File: src/rtl/dmem_port_ctrl.sv
// Data-memory port controller: terminates the memory stage's dddr_* request
// and runs a waitrequest-style word bus toward data RAM, returning a one-cycle dddr_resp.
module dmem_port_ctrl #(
  parameter int unsigned ADDR_W   = 30,
  parameter int unsigned TIMEOUT  = 255,
  parameter logic [31:0] ERR_DATA = 32'hDEADBEEF
) (
  input  logic              clk,
  input  logic              rst,
  input  logic [31:0]       dddr_addr,
  input  logic              dddr_read,
  input  logic              dddr_write,
  input  logic [31:0]       dddr_wdata,
  output logic [31:0]       dddr_rdata,
  output logic              dddr_resp,
  output logic              dddr_err,
  output logic [ADDR_W-1:0] mem_addr,
  output logic              mem_read,
  output logic              mem_write,
  output logic [31:0]       mem_wdata,
  output logic [3:0]        mem_be,
  input  logic              mem_waitrequest,
  input  logic [31:0]       mem_rdata,
  input  logic              mem_rdvalid
);

  typedef enum logic [1:0] {IDLE, CMD, RDWAIT, RESP} state_t;

  // wait_cnt holds completed RDWAIT cycles, so the current cycle is wait_cnt+1
  localparam logic [15:0] TO_LAST = 16'(TIMEOUT - 1);

  state_t      state;
  logic [31:0] addr_q;
  logic [31:0] wdata_q;
  logic [31:0] rdata_q;
  logic        rd_q;
  logic        wr_q;
  logic        resp_q;
  logic        err_q;
  logic [15:0] wait_cnt;
  logic [31:0] rdata_aligned;

  assign rdata_aligned = mem_rdata >> {addr_q[1:0], 3'b000};

  always_ff @(posedge clk or posedge rst) begin
    if (rst) begin
      state    <= IDLE;
      addr_q   <= '0;
      wdata_q  <= '0;
      rdata_q  <= '0;
      rd_q     <= 1'b0;
      wr_q     <= 1'b0;
      resp_q   <= 1'b0;
      err_q    <= 1'b0;
      wait_cnt <= '0;
    end else begin
      resp_q <= 1'b0;
      err_q  <= 1'b0;
      case (state)
        IDLE: begin
          if (dddr_read && dddr_write) begin
            state   <= RESP;
            resp_q  <= 1'b1;
            err_q   <= 1'b1;
            rdata_q <= ERR_DATA;
          end else if (dddr_write && (dddr_addr[1:0] != 2'b00)) begin
            state   <= RESP;
            resp_q  <= 1'b1;
            err_q   <= 1'b1;
            rdata_q <= '0;
          end else if (dddr_read || dddr_write) begin
            state   <= CMD;
            addr_q  <= dddr_addr;
            wdata_q <= dddr_wdata;
            rd_q    <= dddr_read;
            wr_q    <= dddr_write;
          end
        end
        CMD: begin
          if (!mem_waitrequest) begin
            rd_q <= 1'b0;
            wr_q <= 1'b0;
            if (wr_q) begin
              state   <= RESP;
              resp_q  <= 1'b1;
              rdata_q <= '0;
            end else begin
              state    <= RDWAIT;
              wait_cnt <= '0;
            end
          end
        end
        RDWAIT: begin
          // a late rdvalid in the final allowed cycle still wins over the timeout
          if (mem_rdvalid) begin
            state    <= RESP;
            resp_q   <= 1'b1;
            rdata_q  <= rdata_aligned;
            wait_cnt <= '0;
          end else if (wait_cnt == TO_LAST) begin
            state    <= RESP;
            resp_q   <= 1'b1;
            err_q    <= 1'b1;
            rdata_q  <= ERR_DATA;
            wait_cnt <= '0;
          end else begin
            wait_cnt <= wait_cnt + 16'd1;
          end
        end
        RESP: begin
          state <= IDLE;
        end
        default: begin
          state <= IDLE;
        end
      endcase
    end
  end

  assign dddr_rdata = rdata_q;
  assign dddr_resp  = resp_q;
  assign dddr_err   = err_q;
  assign mem_addr   = addr_q[ADDR_W+1:2];
  assign mem_read   = rd_q;
  assign mem_write  = wr_q;
  assign mem_wdata  = wdata_q;
  assign mem_be     = {4{rd_q | wr_q}};

endmodule

File: config.mk
export PLATFORM = sky130hd
export DESIGN_NAME = dmem_port_ctrl
export DESIGN_NICKNAME = d
export VERILOG_FILES = /design/src/rtl/dmem_port_ctrl.sv
export SDC_FILE = /design/constraint.sdc
export NUM_CORES = 1
export LEC_CHECK = 0
export CORE_ASPECT_RATIO = 0.75
export CORE_UTILIZATION = 45
export CTS_CLUSTER_SIZE = 12
export DETAILED_ROUTE_END_ITERATION = 8
export PLACE_DENSITY = 0.85
export SLEW_MARGIN = 30
export SYNTH_ARGS = -nofsm -noshare
export SYNTH_HDL_FRONTEND = slang
export SYNTH_SLANG_ARGS = --single-unit
File: constraint.sdc
create_clock -name clk -period 4.74 [get_ports clk]
set_clock_uncertainty 0.2 [all_clocks]
set_input_delay 0.948 -clock clk [delete_from_list [all_inputs] [get_ports clk]]
set_output_delay 0.948 -clock clk [all_outputs]
set_load 0.02 [all_outputs]
After elaboration in Yosys (flattened, before gate mapping)
Index checks and enable logic that the tools add are counted.
{ "op_classes": {"addsub": 1, "eq_ne": 13, "shift": 1, "mux": 38, "n_bitwise": 3, "reduce_logical": 13} }
{ "op_table": {"columns": ["op", "count"], "rows": [
  ["$mux W32", 6],
  ["$pmux W32 S3", 1],
  ["$mux W16", 4],
  ["$pmux W16 S2", 1],
  ["$shr A32 B5 Y32", 1],
  ["$add A16 B1 Y16 const B", 1],
  ["$eq A16 B8 Y1 const B", 1],
  ["$mux W1", 15],
  ["$mux W2", 6],
  ["$ne A2 B2 Y1 const B", 6],
  ["$reduce_and A5 Y1", 2],
  ["$pmux W2 S4", 1],
  ["$ne A3 B3 Y1 const B", 2],
  ["$pmux W1 S2", 3],
  ["$reduce_and A3 Y1", 2],
  ["$reduce_bool A2 Y1", 3],
  ["$eq A2 B2 Y1 const B", 2],
  ["$ne A4 B4 Y1 const B", 1],
  ["$reduce_and A4 Y1", 1],
  ["$pmux W1 S3", 1],
  ["$reduce_bool A3 Y1", 1],
  ["$eq A2 B1 Y1 const B", 1],
  ["$logic_and A1 B1 Y1", 2],
  ["$logic_not A2 Y1", 1],
  ["3 further kinds", 4]
]} }
{ "word_totals": {"ff_bits": 118, "inputBits": 102, "output_inout_bits": 102, "elab_cells": 78} }

Longest topological paths before layout
Gate-level depths: netlist of run 1.
{ "logic_depth": {"word_depth": 5, "ltp_mapped": 9, "ltp_nobuf": 6} }

Least setup slack after synthesis of run 1
Ideal clock, no wire load.
{ "synth_timing": {"path_kind": "input-to-reg", "start": "in dddr_addr[1]", "end": "reg rdata_q[14], in the netlist dddr_rdata[14]", "setup_ns": 0.125, "arrival_time_ns": 2.098, "required_ns": 4.415, "slack_ns": 2.317, "cell_stages": 6, "path_buffers": 2, "path_cell_list": "o311ai_1 > o21ai_0 > o211a_1 > buf_6 > buf_8 > mux2_4"} }
{ "synth_via": {"elab_chain_len": 4} }
{ "synth_rtl": {"columns": ["element", "line_no", "text"], "rows": [
  ["start, declared", "10", "input logic [31:0] dddr_addr,"],
  ["$reduce_bool A2 Y1", "66", "end else if (dddr_write && (dddr_addr[1:0] != 2'b00)) begin"],
  ["$logic_and A1 B1 Y1", "66", null],
  ["$ne A3 B3 Y1 (no source line)", null, null],
  ["$reduce_and A5 Y1 (no source line)", null, null],
  ["end signal, assigned", "98", "rdata_q <= rdata_aligned;"],
  ["end, declared", "35", "logic [31:0] rdata_q;"]
]} }
No other way between the ends.
A chain may end at the register's enable or synchronous reset.

Final worst setup path of run 1
{ "layout_timing": {"start": "in dddr_write", "end": "reg rdata_q[11], in the netlist dddr_rdata[11]"} }
{ "layout_via": {"elab_chain_len": 3, "word_cells_on_any_way": 6, "cone_classes": "eq/ne: 1; mux: 2; reduce/logical: 3"} }
{ "layout_rtl": {"columns": ["element", "line_no", "text"], "rows": [
  ["start, declared", "12", "input logic dddr_write,"],
  ["$logic_and A1 B1 Y1, on equally long branches", "61, 66", null],
  ["$ne A3 B3 Y1 (no source line) / $mux W32 (equally long branches)", null, null],
  ["$reduce_and A5 Y1 (no source line) / $pmux W32 S3 (equally long branches)", null, null]
]} }
Parallel ways exist; a longest one is shown, timed or not.

==> results of run 1 <==
[registers in the layout (all words and copies together), names as in the netlist]
signal / count
addr_q: 32
dddr_rdata: 32
mem_wdata: 32
wait_cnt: 16
state: 2
dddr_err: 1
dddr_resp: 1
mem_read: 1
mem_write: 1
[cells in the final DEF (no fill, tap or decap), drive strengths merged, types with 3 or more instances in the layout]
| cell | n |
|---|---|
| nand4 | 7 |
| ha | 7 |
| bufinv | 3 |
| nor2b | 5 |
| nor3 | 7 |
| nand3 | 6 |
| and4 | 4 |
| clkdlybuf4s50 | 203 |
| a31oi | 4 |
| o211ai | 6 |
| o22ai | 5 |
| inv | 43 |
| mux2 | 71 |
| o21ai | 19 |
| a22o | 3 |
| a221oi | 7 |
| nand2 | 26 |
| buf | 5 |
| a21oi | 25 |
| clkbuf | 22 |
| a211oi | 4 |
| o311ai | 3 |
| clkinv | 4 |
| dfrtp | 118 |
| nand3b | 10 |
| nor2 | 14 |
| mux2i | 50 |
| or3 | 8 |
[critical path, cell delays in order]
cell,delay (ns)
clkdlybuf4s50_1,0.58
o311ai_1,0.20
o21ai_0,0.12
o211a_2,0.71
buf_4,0.36
mux2i_1,0.24
[power groups by stage]
| stage | Combinational [mW] | Sequential (mW) | Clock, mW |
|---|---|---|---|
| 3_3_place_gp | 2.74 | 1.69 | 0 |
| 4_1_cts | 2.83 | 1.71 | 1.33 |
| 5_1_grt | 3.01 | 1.76 | 1.38 |
| 3_5_place_dp | 2.81 | 1.71 | 0 |
| 2_1_floorplan | 1.70 | 1.88 | 0 |
| 6_report | 2.82 | 1.71 | 1.31 |
[per-layer routing]
metal	vias to the layer above	GRT usage, %	share of wire [%]
met3	16	9.77	9.5
met4	0	7.35	1.3
met2	228	40.7	49
met5	-	0	0
met1	2257	28.4	40
li1	2163	-	-
[worst max-delay path by stage]
stage | startpoint | end | slack (ns) | cells past startpoint
detailed placement | dddr_write | dddr_rdata[7] | 1.31 | 6
CTS | dddr_write | dddr_rdata[11] | 1.76 | 6
global placement | dddr_write | dddr_rdata[18] | 1.21 | 6
global route | dddr_write | dddr_rdata[2] | 1.57 | 6
finish | dddr_write | dddr_rdata[11] | 1.69 | 6
floorplan | rst | addr_q[0] | 0.46 | 1
[cells by family after synthesis]
group,synth area share [%]
mux,22.0
flops,49.3
buf+inv,9.54
simple gates,8.98
compound gates,8.63
fa+ha+maj,1.46
xor+xnor,0.146
[cell type report]
cell class | instances | area, sq um | share of cell area (%)
Multi-Input combinational cell | 308 | 2470 | 29.0
Inverter | 43 | 164 | 1.93
Tap cell | 171 | 214 | 2.52
Sequential cell | 118 | 2950 | 34.8
Timing Repair Buffer | 208 | 2090 | 24.7
Clock inverter | 9 | 125 | 1.47
Clock buffer | 22 | 474 | 5.58
[metrics by stage]
stage | cell area [sq um] | std cells | util, % | hold WS [ns]
2_1_floorplan | 5990 | 533 | - | 0.281
3_3_place_gp | 7890 | 848 | 60.8 | 0.287
3_5_place_dp | 7890 | 848 | 60.8 | 0.293
4_1_cts | 8490 | 879 | 65.5 | 0.305
5_1_grt | 8490 | 879 | 65.5 | 0.326
6_report | 8490 | 879 | 65.5 | 0.303
==> flow_summary.json, run 1 <==
{
  "status": "finished clean",
  "worst_ir_drop_vdd_mv": 0.437,
  "dieArea_sq_um": 13800,
  "synth_top_cells_by_area": "dfrtp_1 49%, mux2_2 13%, mux2i_1 8.4%",
  "switching_share_pct": 37.3,
  "synth_cell_types": 46,
  "rsz0062_at_grt": "false",
  "ys.flop_type": "dfrtp_1",
  "vias_per_cell": 5.31,
  "timing.setup.tns_ns": 0,
  "cts.path.max_buffers": 2,
  "power_leakage_nw": 3.61,
  "tightest_slew_ns": 0.893,
  "start_kind": "input port",
  "finalCritPeriodShare_pct": 64.2,
  "syn-instance-count": 533,
  "finalHoldViolCount": 0,
  "setup_slack_ns": 1.69,
  "synth_top_area_share_pct": 49.3,
  "yosys_warnings": 0,
  "min_path_type": "reg2reg",
  "crit_fanout": 21,
  "clock_latency_ns": 0.41,
  "synthArstFlopShare_pct": 100,
  "worst_hold_startpoint": "addr_q[16]",
  "synth.avg_cell_area_sq_um": 11.2,
  "clock-sinks": 118,
  "finalMaxSlewViolations": 0,
  "netlist_area_sq_um": 5990,
  "whs_path_depth": 1,
  "crit_required_ns": 4.86,
  "die_x_um": 135,
  "wl_um": 16000,
  "whs_endpoint": "addr_q[16]",
  "first_iter_violations": 311,
  "synth-edff-count": 0,
  "synthToLayoutAreaGrowth_pct": 41.8,
  "slew_headroom_pct": 40.5,
  "cts_buffers": 17,
  "clkPwrFrac_pct": 22.4,
  "grt-ovfl-total": 0,
  "pwr-share-seq_pct": 29.3,
  "via_count": 4664,
  "combPwrFrac_pct": 48.3,
  "root_buffer": "clkbuf_16",
  "dp_slack_ns": 1.31,
  "path_class": "in2reg",
  "cts_tree": "yes",
  "drcViolationCount": 0,
  "end_kind": "flip-flop",
  "yosys.area.top_type": "dfrtp_1",
  "finalCriticalPeriod_ns": 3.05,
  "syn_nets": 642,
  "r2r-start": "state[0]",
  "wl_per_cell_um": 18.2,
  "setup_viol": 0,
  "synth_common_cells": "118 x dfrtp_1, 67 x mux2_2, 50 x mux2i_1",
  "ys_seq_area_share_pct": 49.3,
  "core_area_sq_um": 13000,
  "r2r_cells": 7,
  "cell_internal_pwr_mw": 3.66,
  "cp.arrival_ns": 3.16,
  "p_total_mw": 5.84,
  "ys_seq_elements": 118,
  "r2r_setup_slack_ns": 1.84,
  "rows": 36,
  "chipHeight_um": 102,
  "cts_hold_buf": 0,
  "start_util_pct": 46.2,
  "pin_count": 204,
  "fillers": 954,
  "cts_resized": 0,
  "gp_congestion": 0.894,
  "grt_usage_pct": 24.1,
  "powerDensity_nw_per_um2": 687,
  "first_global_vias": 4860,
  "fin_nets": 805,
  "cts_setup_buffers": 0,
  "io_buffer_count": 203,
  "cap_viol_max_count": 0,
  "path_clk_slew_ns": 0.05,
  "post-dp-hpwl_um": 11100,
  "ant_nets": 0,
  "drive_above_1_share_pct": 16.1,
  "htreeDepth": 4,
  "antenna_found_initial": 0,
  "firstDrtPassIters": 7,
  "grt_pass1_wl_um": 25200,
  "regToRegEndpoint": "dddr_rdata[11]",
  "grt_max_degree": 66,
  "antenna-diode-count": 0,
  "fmax_mhz": 328,
  "yosysMostFrequentCell": "dfrtp_1",
  "switchingPower_mw": 2.18
}
No activity file was read; power rests on OpenSTA's default activity.
==> inputs of run 2 (changes only) <==
--- a/config.mk
+++ b/config.mk
@@ -6,10 +6,10 @@
 export NUM_CORES = 1
 export LEC_CHECK = 0
 export CORE_ASPECT_RATIO = 0.75
-export CORE_UTILIZATION = 45
+export CORE_UTILIZATION = 42
 export CTS_CLUSTER_SIZE = 12
 export DETAILED_ROUTE_END_ITERATION = 8
-export PLACE_DENSITY = 0.85
+export PLACE_DENSITY = 0.84
 export SLEW_MARGIN = 30
 export SYNTH_ARGS = -nofsm -noshare
 export SYNTH_HDL_FRONTEND = slang
==> constraint.sdc (replaced) <==
create_clock -name clk -period 2.5 [get_ports clk]
set_clock_uncertainty 0.2 [all_clocks]
set_input_delay 0.5 -clock clk [delete_from_list [all_inputs] [get_ports clk]]
set_output_delay 0.5 -clock clk [all_outputs]
set_load 0.02 [all_outputs]
==> run 2 against run 1 <==
Clock power grew 83%. Clock-buffer cell count is the same. Routed wire length grew 1.3%. Total power grew 93%. Cell count grew 3.1%. Final area grew 2.7%.
==> flow_summary.json, run 2 (synthesis results as in run 1) <==
{
  "grt_max_degree": 47,
  "min_path_type": "in2async",
  "setup_viol": 0,
  "cts_tree": "yes",
  "path_class": "reg2reg",
  "htreeDepth": 4,
  "first_iter_violations": 311,
  "clkPwrFrac_pct": 21.3,
  "crit_fanout": 12,
  "layout_common_cells": "199 x clkdlybuf4s50_1, 118 x dfrtp_1, 67 x mux2_2",
  "dieArea_sq_um": 14800,
  "cell_internal_pwr_mw": 7.09,
  "cts_setup_buffers": 0,
  "root_buffer": "clkbuf_16",
  "finalMaxSlewViolations": 0,
  "hold_ws_ns": 0.259,
  "power_leakage_nw": 3.78,
  "status": "finished clean",
  "cts_buffers": 17,
  "firstDrtPassIters": 4,
  "tightest_slew_ns": 0.564,
  "ant_nets": 0,
  "slew_headroom_pct": 62.3,
  "cts_hold_buf": 0,
  "fin_nets": 828,
  "switchingPower_mw": 4.17,
  "finalCritPeriodShare_pct": 92.1,
  "synthToLayoutAreaGrowth_pct": 45.6,
  "wl_um": 16200,
  "cts.path.max_buffers": 2,
  "clock_latency_ns": 0.41,
  "rsz0062_at_grt": "false",
  "chipHeight_um": 105,
  "via_count": 4831,
  "post-dp-hpwl_um": 11600,
  "fmax_mhz": 434,
  "rows": 37,
  "drive_above_1_share_pct": 18.7,
  "layout_commonest_cell": "clkdlybuf4s50_1",
  "crit_required_ns": 2.59,
  "p_total_mw": 11.3,
  "antenna_found_initial": 0,
  "cp.arrival_ns": 2.39,
  "grt_usage_pct": 22.8,
  "combPwrFrac_pct": 51.2,
  "vias_per_cell": 5.33,
  "cap_viol_max_count": 0,
  "gp_congestion": 0.892,
  "grt_pass1_wl_um": 26000,
  "pwr-share-seq_pct": 27.6,
  "end_kind": "flip-flop",
  "wl_per_cell_um": 17.9,
  "r2r-start": "state[0]",
  "antenna-diode-count": 0,
  "first_global_vias": 5141,
  "grt-ovfl-total": 0,
  "pin_count": 204,
  "path_clk_slew_ns": 0.06,
  "r2r_cells": 8,
  "core_area_sq_um": 13800,
  "switching_share_pct": 37.0,
  "worst_ir_drop_vdd_mv": 0.839,
  "drcViolationCount": 0,
  "start_kind": "flip-flop",
  "io_buffer_count": 203,
  "cp-startpoint": "state[0]",
  "start_util_pct": 43.4,
  "clock-sinks": 118,
  "powerDensity_nw_per_um2": 1290,
  "die_x_um": 140,
  "finalCriticalPeriod_ns": 2.30,
  "finalHoldViolCount": 0
}
==> run 2: changes by cell type in the layout (fill, tap and decap cells not counted), sizes merged <==
cell / change
bufinv: -1
clkinv: +1
inv: -1
dlymetal6s2s: +4
clkinvlp: +1
buf: +23
clkdlybuf4s50: -4
==> run 2: layer usage <==
| metal | up-vias | GRT usage (%) | part of all wire [%] |
|---|---|---|---|
| met2 | 214 | 38.3 | 50 |
| met4 | 0 | 7.93 | 1.6 |
| li1 | 2224 | - | - |
| met5 | - | 0 | 0 |
| met3 | 24 | 10.4 | 9.3 |
| met1 | 2369 | 25.7 | 39 |
==> run 2: layout make-up <==
type / count / area [sq um]
multi-input cells: 308 / 2470
clock buffers: 22 / 484
fillers: 1053 / 5070
inverters: 43 / 165
flip-flops and latches: 118 / 2950
clock inverters: 9 / 100
well taps: 175 / 219
repair buffers: 231 / 2330
==> run 2: worst paths after layout <==
path | end | slack (ns)
min in group clk | addr_q[29] | 0.30
worst max-delay path | dddr_rdata[16] | 0.20
max in group asynchronous | dddr_rdata[23] | 1.24
worst max register to register | dddr_rdata[16] | 0.20
worst min register to register | addr_q[29] | 0.30
worst min-delay path | mem_wdata[31] | 0.26
==> run 2: what timing repair did <==
| action | CTS | global route |
|---|---|---|
| gates resized for setup | 0 | 5 |
| endpoints found under the setup margin | 0 | 20 |
| hold endpoints to repair | 0 | 0 |
==> run 2: worst max-delay path: stages (launching register included) <==
cell	delay, ns
dfrtp_1	0.43
inv_1	0.11
ha_1	0.32
buf_4	0.17
nand2_1	0.37
nor2_1	0.11
buf_4	0.17
a21oi_1	0.19
mux2i_1	0.11
==> run 2: through the flow <==
stage	worst slack (ns)	TNS (ns)	instance area [sq um]	instances	utilization (%)
after floorplan	0.250	0	5990	533	-
after global placement	-0.0121	-0.0121	8120	875	58.9
after detailed placement	-0.0287	-0.120	8120	875	58.9
after CTS	0.00604	0	8700	906	63.1
after global routing	0.0381	0	8720	906	63.2
final	0.197	0	8720	906	63.2
==> run 2: power by group through the flow <==
stage / combinational [mW] / sequential, mW / clock, mW
final: 5.76 / 3.10 / 2.40
after detailed placement: 5.73 / 3.13 / 0
after global placement: 5.58 / 3.07 / 0
after CTS: 5.78 / 3.11 / 2.44
after global routing: 6.11 / 3.19 / 2.53
after floorplan: 3.23 / 3.57 / 0
